**src/rtl/cfg_seq_ctrl.sv**
```systemverilog
// Configuration sequencer for the chip-select configuration path.
// Sequence: config reset -> config clock enable -> wait for write request -> stream a frame
// of DEPTH words -> read-back window. Failed read-backs retry the frame; after MAX_RETRY
// failures the block parks in an error state until clr_err.
module cfg_seq_ctrl #(
  parameter int unsigned DEPTH     = 16,
  parameter int unsigned ADDR_W    = 5,
  parameter int unsigned RST_CYC   = 7,
  parameter int unsigned WAIT_CYC  = 4,
  parameter int unsigned RD_CYC    = 6,
  parameter int unsigned MAX_RETRY = 3,
  parameter int unsigned INST_W    = 4
) (
  input  logic              clk,
  input  logic              rst,
  input  logic              we_en,
  input  logic              flag_cs,
  input  logic              clr_err,
  output logic [ADDR_W-1:0] waddr,
  output logic              cs_o,
  output logic [INST_W-1:0] inst,
  output logic [2:0]        state_o,
  output logic              rst_cs,
  output logic              clk_cs_en,
  output logic [7:0]        retry_cnt,
  output logic              done,
  output logic              err
);

  // Shared cycle counter must reach the longest timed state minus one.
  localparam int unsigned CntMaxA = (RST_CYC > WAIT_CYC) ? RST_CYC : WAIT_CYC;
  localparam int unsigned CntMax  = (CntMaxA > RD_CYC) ? CntMaxA : RD_CYC;
  localparam int unsigned CntW    = $clog2(CntMax + 1);

  typedef enum logic [2:0] {
    StRst  = 3'd0,
    StClk  = 3'd1,
    StWait = 3'd2,
    StWr   = 3'd3,
    StRd   = 3'd4,
    StErr  = 3'd5
  } state_e;

  state_e            state_q, state_d;
  logic [CntW-1:0]   cnt_q, cnt_d;
  logic [ADDR_W-1:0] waddr_q, waddr_d;
  logic [INST_W-1:0] inst_q, inst_d;
  logic [7:0]        retry_q, retry_d;

  // State and datapath registers, asynchronous active-high reset.
  always_ff @(posedge clk or posedge rst) begin
    if (rst) begin
      state_q <= StRst;
      cnt_q   <= '0;
      waddr_q <= '0;
      inst_q  <= '0;
      retry_q <= '0;
    end else begin
      state_q <= state_d;
      cnt_q   <= cnt_d;
      waddr_q <= waddr_d;
      inst_q  <= inst_d;
      retry_q <= retry_d;
    end
  end

  // Next-state logic plus the Mealy outputs cs_o and done.
  // done is combinational: it is high during the last read-back cycle when flag_cs=1.
  always_comb begin
    state_d = state_q;
    cnt_d   = cnt_q;
    waddr_d = waddr_q;
    inst_d  = inst_q;
    retry_d = retry_q;
    cs_o    = 1'b0;
    done    = 1'b0;
    case (state_q)
      StRst: begin
        if (cnt_q == CntW'(RST_CYC - 1)) state_d = StClk;
        else                              cnt_d   = cnt_q + 1'b1;
      end
      StClk: state_d = StWait;
      StWait: begin
        // Counter saturates; a write request only counts once the minimum wait has elapsed.
        if (cnt_q == CntW'(WAIT_CYC - 1)) begin
          if (we_en) begin
            state_d = StWr;
            waddr_d = '0;
            retry_d = '0;
            // Index 0 is reserved for "no frame since reset", so the wrap skips it.
            inst_d  = (inst_q == '1) ? INST_W'(1) : inst_q + 1'b1;
          end
        end else begin
          cnt_d = cnt_q + 1'b1;
        end
      end
      StWr: begin
        if (waddr_q < ADDR_W'(DEPTH)) begin
          cs_o    = 1'b1;
          waddr_d = waddr_q + 1'b1;
        end else begin
          state_d = StRd;
        end
      end
      StRd: begin
        if (cnt_q == CntW'(RD_CYC - 1)) begin
          if (flag_cs) begin
            state_d = StWait;
            done    = 1'b1;
          end else begin
            retry_d = retry_q + 1'b1;
            if (retry_d == 8'(MAX_RETRY)) begin
              state_d = StErr;
            end else begin
              state_d = StWr;
              waddr_d = '0;
            end
          end
        end else begin
          cnt_d = cnt_q + 1'b1;
        end
      end
      StErr: begin
        if (clr_err) begin
          state_d = StRst;
          retry_d = '0;
        end
      end
      default: state_d = StRst;
    endcase
    if (state_d != state_q) cnt_d = '0;
  end

  // Moore outputs decoded from the current state.
  always_comb begin
    state_o   = state_q;
    rst_cs    = (state_q == StRst);
    clk_cs_en = (state_q != StRst);
    err       = (state_q == StErr);
    waddr     = waddr_q;
    inst      = inst_q;
    retry_cnt = retry_q;
  end

endmodule
```
**config.mk**
```make
export PLATFORM = sky130hd
export DESIGN_NAME = cfg_seq_ctrl
export DESIGN_NICKNAME = d
export VERILOG_FILES = /design/src/rtl/cfg_seq_ctrl.sv
export SDC_FILE = /design/constraint.sdc
export NUM_CORES = 1
export LEC_CHECK = 0
export CAP_MARGIN = 20
export CORE_ASPECT_RATIO = 1.5
export CORE_MARGIN = 2
export CORE_UTILIZATION = 45
export DETAILED_ROUTE_END_ITERATION = 16
export GPL_TIMING_DRIVEN = 1
export PLACE_DENSITY_LB_ADDON = 0.3
export SLEW_MARGIN = 5
export SYNTH_ARGS = -nofsm -noshare
export SYNTH_HDL_FRONTEND = slang
export SYNTH_SLANG_ARGS = --single-unit
```
**constraint.sdc**
```tcl
create_clock -name clk -period 5.4 [get_ports clk]
set_clock_uncertainty 0.15 [all_clocks]
set_input_delay 0.54 -clock clk [delete_from_list [all_inputs] [get_ports clk]]
set_output_delay 0.54 -clock clk [all_outputs]
set_load 0.03 [all_outputs]
```
* After elaboration in Yosys (flattened, before gate mapping) *
Cells that the tools add are included.

storage, ports and cells
  bits in registers = 23
  bits of input ports = 5
  output and inout port bits = 25
  word-level logic and storage cells = 73

operators by class
  $add $sub $neg = 4
  order comparisons = 1
  equality and inequality tests = 21
  multiplexer cells = 33
  reductions and logical operators = 9

operator list
  cell                 count
  $mux 8               5
  $mux 3               12
  $mux 5               6
  $pmux 8 s3           1
  $pmux 3 s6           1
  $pmux 5 s3           1
  $ne 2x2->1 const B   7
  $eq 3x3->1 const B   4
  $eq 3x2->1 const B   3
  $pmux 3 s3           1
  $reduce_bool 3->1    3
  $add 8x1->8 const B  1
  $eq 8x2->1 const B   1
  $reduce_and 7->1     1
  $ne 3x3->1 const B   2
  $reduce_and 6->1     1
  $add 5x1->5 const B  1
  $lt 5x5->1 const B   1
  $mux 1               5
  $add 4x1->4 const B  1
  $eq 4x4->1 const B   1
  $mux 4               1
  $reduce_and 4->1     1
  $reduce_bool 4->1    1
  6 further kinds      6

* Longest topological paths before layout *
  depth after elaboration = 9
  gate-level depth with buffers = 8
  depth with buffers taken out = 7

* Worst setup path after synthesis *
OpenSTA, ideal clock, no wires.

  path type = reg2reg
  start = register retry_q[0], in the netlist retry_cnt[0]
  end = register state_q[2], in the netlist state_o[2]
  library setup time = 0.087 ns
  arrival time = 2.089 ns
  data required time = 5.163 ns
  path slack = 3.075 ns
  stages on the path, launching flop included = 6
  buffers on the path = 0
  period minus slack after synthesis = 2.325 ns
  path through = dfrtp_1 > ha_1 > or4_1 > and2_4 > or4_1 > o211ai_1

between the ends
  cells in the longest elaborated chain, start to end = 6

RTL lines
  what                    line  RTL
  from (decl)             48    logic [7:0] retry_q, retry_d;
  from (signal assigned)  63    retry_q <= retry_d;
  $add 8x1->8             111   retry_d = retry_q + 1'b1;
  $eq 8x2->1              112   if (retry_d == 8'(MAX_RETRY)) begin
  $mux 3                  112
  $mux 3                  107   if (flag_cs) begin
  $mux 3                  106   if (cnt_q == CntW'(RD_CYC - 1)) begin
  $pmux 3 s6              77    case (state_q)
  net state_d[2]          44    state_e state_q, state_d;
  to (signal assigned)    53    state_q <= StRst;
  to (signal assigned)    59    state_q <= state_d;
  to (decl)               44

The timed path passes the listed nets, and every way through them passes these cells.
A chain may end at the register's enable or synchronous reset.

* Worst setup path after layout *
  start = register state_q[0], in the netlist state_o[0]
  end = output done

between the ends
  cells in the longest elaborated chain, start to end = 2

RTL lines
  what        line  RTL
  $eq 3x3->1  77
  $mux 1      77
  to (decl)   26    output logic done,

No other way between the ends.

==> summary.txt <==
Status
  • Status: complete, no violations

Route
  • WL/cell: 14.7 um
  • Routed WL: 3450 um
  • DRC viols: 0
  • Initial drt markers: 38
  • Via Count: 1372
  • Post-DRT Antenna Nets: 0
  • Vias per cell: 5.84
  • Initial DRT Pass Iterations: 4

Logic synthesis
  • Post-synth EDFFs: 0
  • Synth Net Count: 180
  • Synth top area share: 37.5%
  • Synth Register Bits: 23
  • Post-synth ARST share: 100%
  • Top-count cell post-synth: dfrtp_1
  • Synth top cells by count: dfrtp_1, nand2_1, o21ai_1
  • Sequential area share after synthesis: 37.5%
  • Synth Instances: 167
  • Biggest area consumer among synthesized cells: dfrtp_1
  • Syn_area_per_cell: 9.19 um^2
  • Ys flop type: dfrtp_1
  • Top area cells in the synthesized netlist: dfrtp_1, ha_1, nand2_1
  • Library cells used by synthesis: 55
  • YS warnings: 0
  • Synthesized area: 1530 um^2

Worst setup path
  • Arrival time worst endpoint: 2.25 ns
  • FF-to-FF Start: state_o[0]
  • R2R depth: 5
  • Crit Path Class: register to output pin
  • CP Data Required Time: 4.71 ns
  • Reg2Reg Setup Slack: 3.04 ns
  • CP Max Fanout: 17
  • Crit Reg-Reg Endpoint: waddr[0]
  • Critical Path Source Type: register
  • Crit path capture type: output pin

Finish
  • Multi-input logic area: 891 um^2
  • Nets: 207
  • Final Util: 56.7%
  • Fill cell count: 315
  • Layout cells sized above 1: 6.22%
  • Reg area: 576 um^2
  • Antenna Cells: 0
  • P&R area growth vs syn: 22.7%

STA
  • Max Clock Freq: 0.340 GHz
  • Slew @ Worst Pin: 0.916 ns
  • Final Hold Viols: 0
  • Final setup fails: 0
  • Fin crit period: 2.94 ns
  • RSZ-0062 raised after global routing: false
  • Final period utilization: 54.5%
  • Final Max Tran Viols: 0
  • Post-Route Setup TNS: 0 ns
  • Worst relative slew slack: 38.9%

Power and ir drop
  • P_sw: 386 uW
  • Pwr Density: 465 nW/um^2
  • Worst VDD drop: 0.274 mV
  • Clk pwr share: 12.4%
  • Sw Share: 44.1%
  • Comb power frac: 52.4%
  • Cell Int Power: 489 uW
  • P_leak: 0.000781 uW
  • Sequential share of power: 35.2%

Clock tree
  • Hold Buf Count CTS: 0
  • Skew-Pair Late Insertion Delay: 0.26 ns
  • Clock root buffer: clkbuf_8
  • Number of CTS-inserted buffers: 3
  • Clock sinks: 23
  • CTS tree: built
  • Post-CTS sizing: 0
  • Clk buf depth: 2
  • # Post-CTS Setup Buffers: 0
  • # H-tree levels: 1
  • Clock transition at path regs: 0.09 ns

Global routing
  • Met2 Use GR: 39.2%
  • Largest net degree at the start of global routing: 24
  • Met3 Usage GRT: 1.76%
  • Total GRT Usage: 20.1%
  • Number of global-route vias before repair: 1358
  • Met1 Track Usage GR: 22.9%
  • GRT busiest layer: met2
  • Total grt overflow: 0
  • Antenna violations before repair: 0
  • First-pass GRT wire length: 6010 um

Floorplanning
  • Chip Width: 51.7 um
  • Core area: 3320 um^2
  • Initial Util: 46.2%
  • Die Span Y: 75.5 um
  • Std-Cell Rows: 26
  • DIE AREA: 3900 um^2
  • Boundary Pins: 30

Placed design
  • Final GP Congestion: 0.755
  • Post-DP HPWL: 2600 um
  • IO buf count: 29

Min path
  • Min-delay src: retry_cnt[7]
  • Min-Delay Endpoint: retry_cnt[7]
  • Hold path cells: 1
  • Min-Delay Path Class: register to register

Job
  • Max_cap viols: 0
logic make-up (layout without fill, tap and decap cells):
logic type | after synthesis | after routing | share of synthesized area [%]
AO/OA/AOI/OAI | 45 | 45 | 20.0
adder cells (fa/ha/maj) | 8 | 8 | 6.53
buffers and inverters | 14 | 40 | 4.40
multiplexers | 4 | 4 | 3.02
AND/OR/NAND/NOR | 67 | 67 | 25.1
flip-flops | 23 | 23 | 37.5
XOR/XNOR | 6 | 6 | 3.43
power groups by stage:
stage	logic (uW)	clock network, uW	registers [uW]
after global placement	453	0	306
after global routing	508	118	319
final	459	109	308
after floorplan	272	0	352
after detailed placement	462	0	312
after CTS	464	112	308
final cells by class:
| type | count | share of cell area, % |
|---|---|---|
| Sequential cell | 23 | 30.6 |
| Timing Repair Buffer | 29 | 15.4 |
| Tap cell | 42 | 2.79 |
| Clock inverter | 1 | 0.266 |
| Multi-Input combinational cell | 130 | 47.3 |
| Inverter | 7 | 1.40 |
| Clock buffer | 3 | 2.19 |
worst max-delay path, stage by stage, from the launching register on:
cell and delay, ns:
dfrtp_1 0.54, or3b_1 0.60, nor2_1 0.16, clkdlybuf4s50_1 0.68
cell usage in the layout (no fill, tap or decap), types with 3 or more instances in the layout:
cell type,count
ha_1,8
nand2_1,17
o21ai_0,6
and2_1,3
nand4_1,3
or3_1,3
clkdlybuf4s50_1,29
nor2_1,10
nand2b_1,4
clkbuf_8,3
o31ai_1,3
inv_1,7
a21oi_1,7
dfrtp_1,23
nand3_1,6
xnor2_1,4
o21ai_1,11
worst max path at each step:
| stage | from | endpoint | slack [ns] | depth (start not counted) |
|---|---|---|---|---|
| 2_1_floorplan | retry_cnt[0] | state_o[2] | 3.07 | 5 |
| 3_3_place_gp | flag_cs | done | 2.66 | 4 |
| 3_5_place_dp | flag_cs | done | 2.61 | 4 |
| 4_1_cts | state_o[0] | done | 2.45 | 3 |
| 5_1_grt | state_o[0] | done | 2.38 | 3 |
| 6_report | state_o[0] | done | 2.46 | 3 |
state kept, by name, indices dropped and copies added, names as in the netlist:
signal and count:
cnt_q 3, inst 4, retry_cnt 8, state_o 3, waddr 5
routing by layer:
metal | part of all wire, % | wire, um
met1 | 39 | 1350
met5 | 0 | 0
met4 | 1.2 | 40
met3 | 2.9 | 100
met2 | 57 | 1950
per-stage QoR:
stage	total power [uW]	area (um^2)	setup WS, ns	std cells	hold WS, ns
2_1_floorplan	624	1530	3.07	167	0.392
3_3_place_gp	759	1840	2.66	231	0.333
3_5_place_dp	773	1840	2.61	231	0.355
4_1_cts	885	1880	2.45	235	0.370
5_1_grt	946	1880	2.38	235	0.395
6_report	876	1880	2.46	235	0.367
Note: power is estimated with default switching activity, not from simulation.
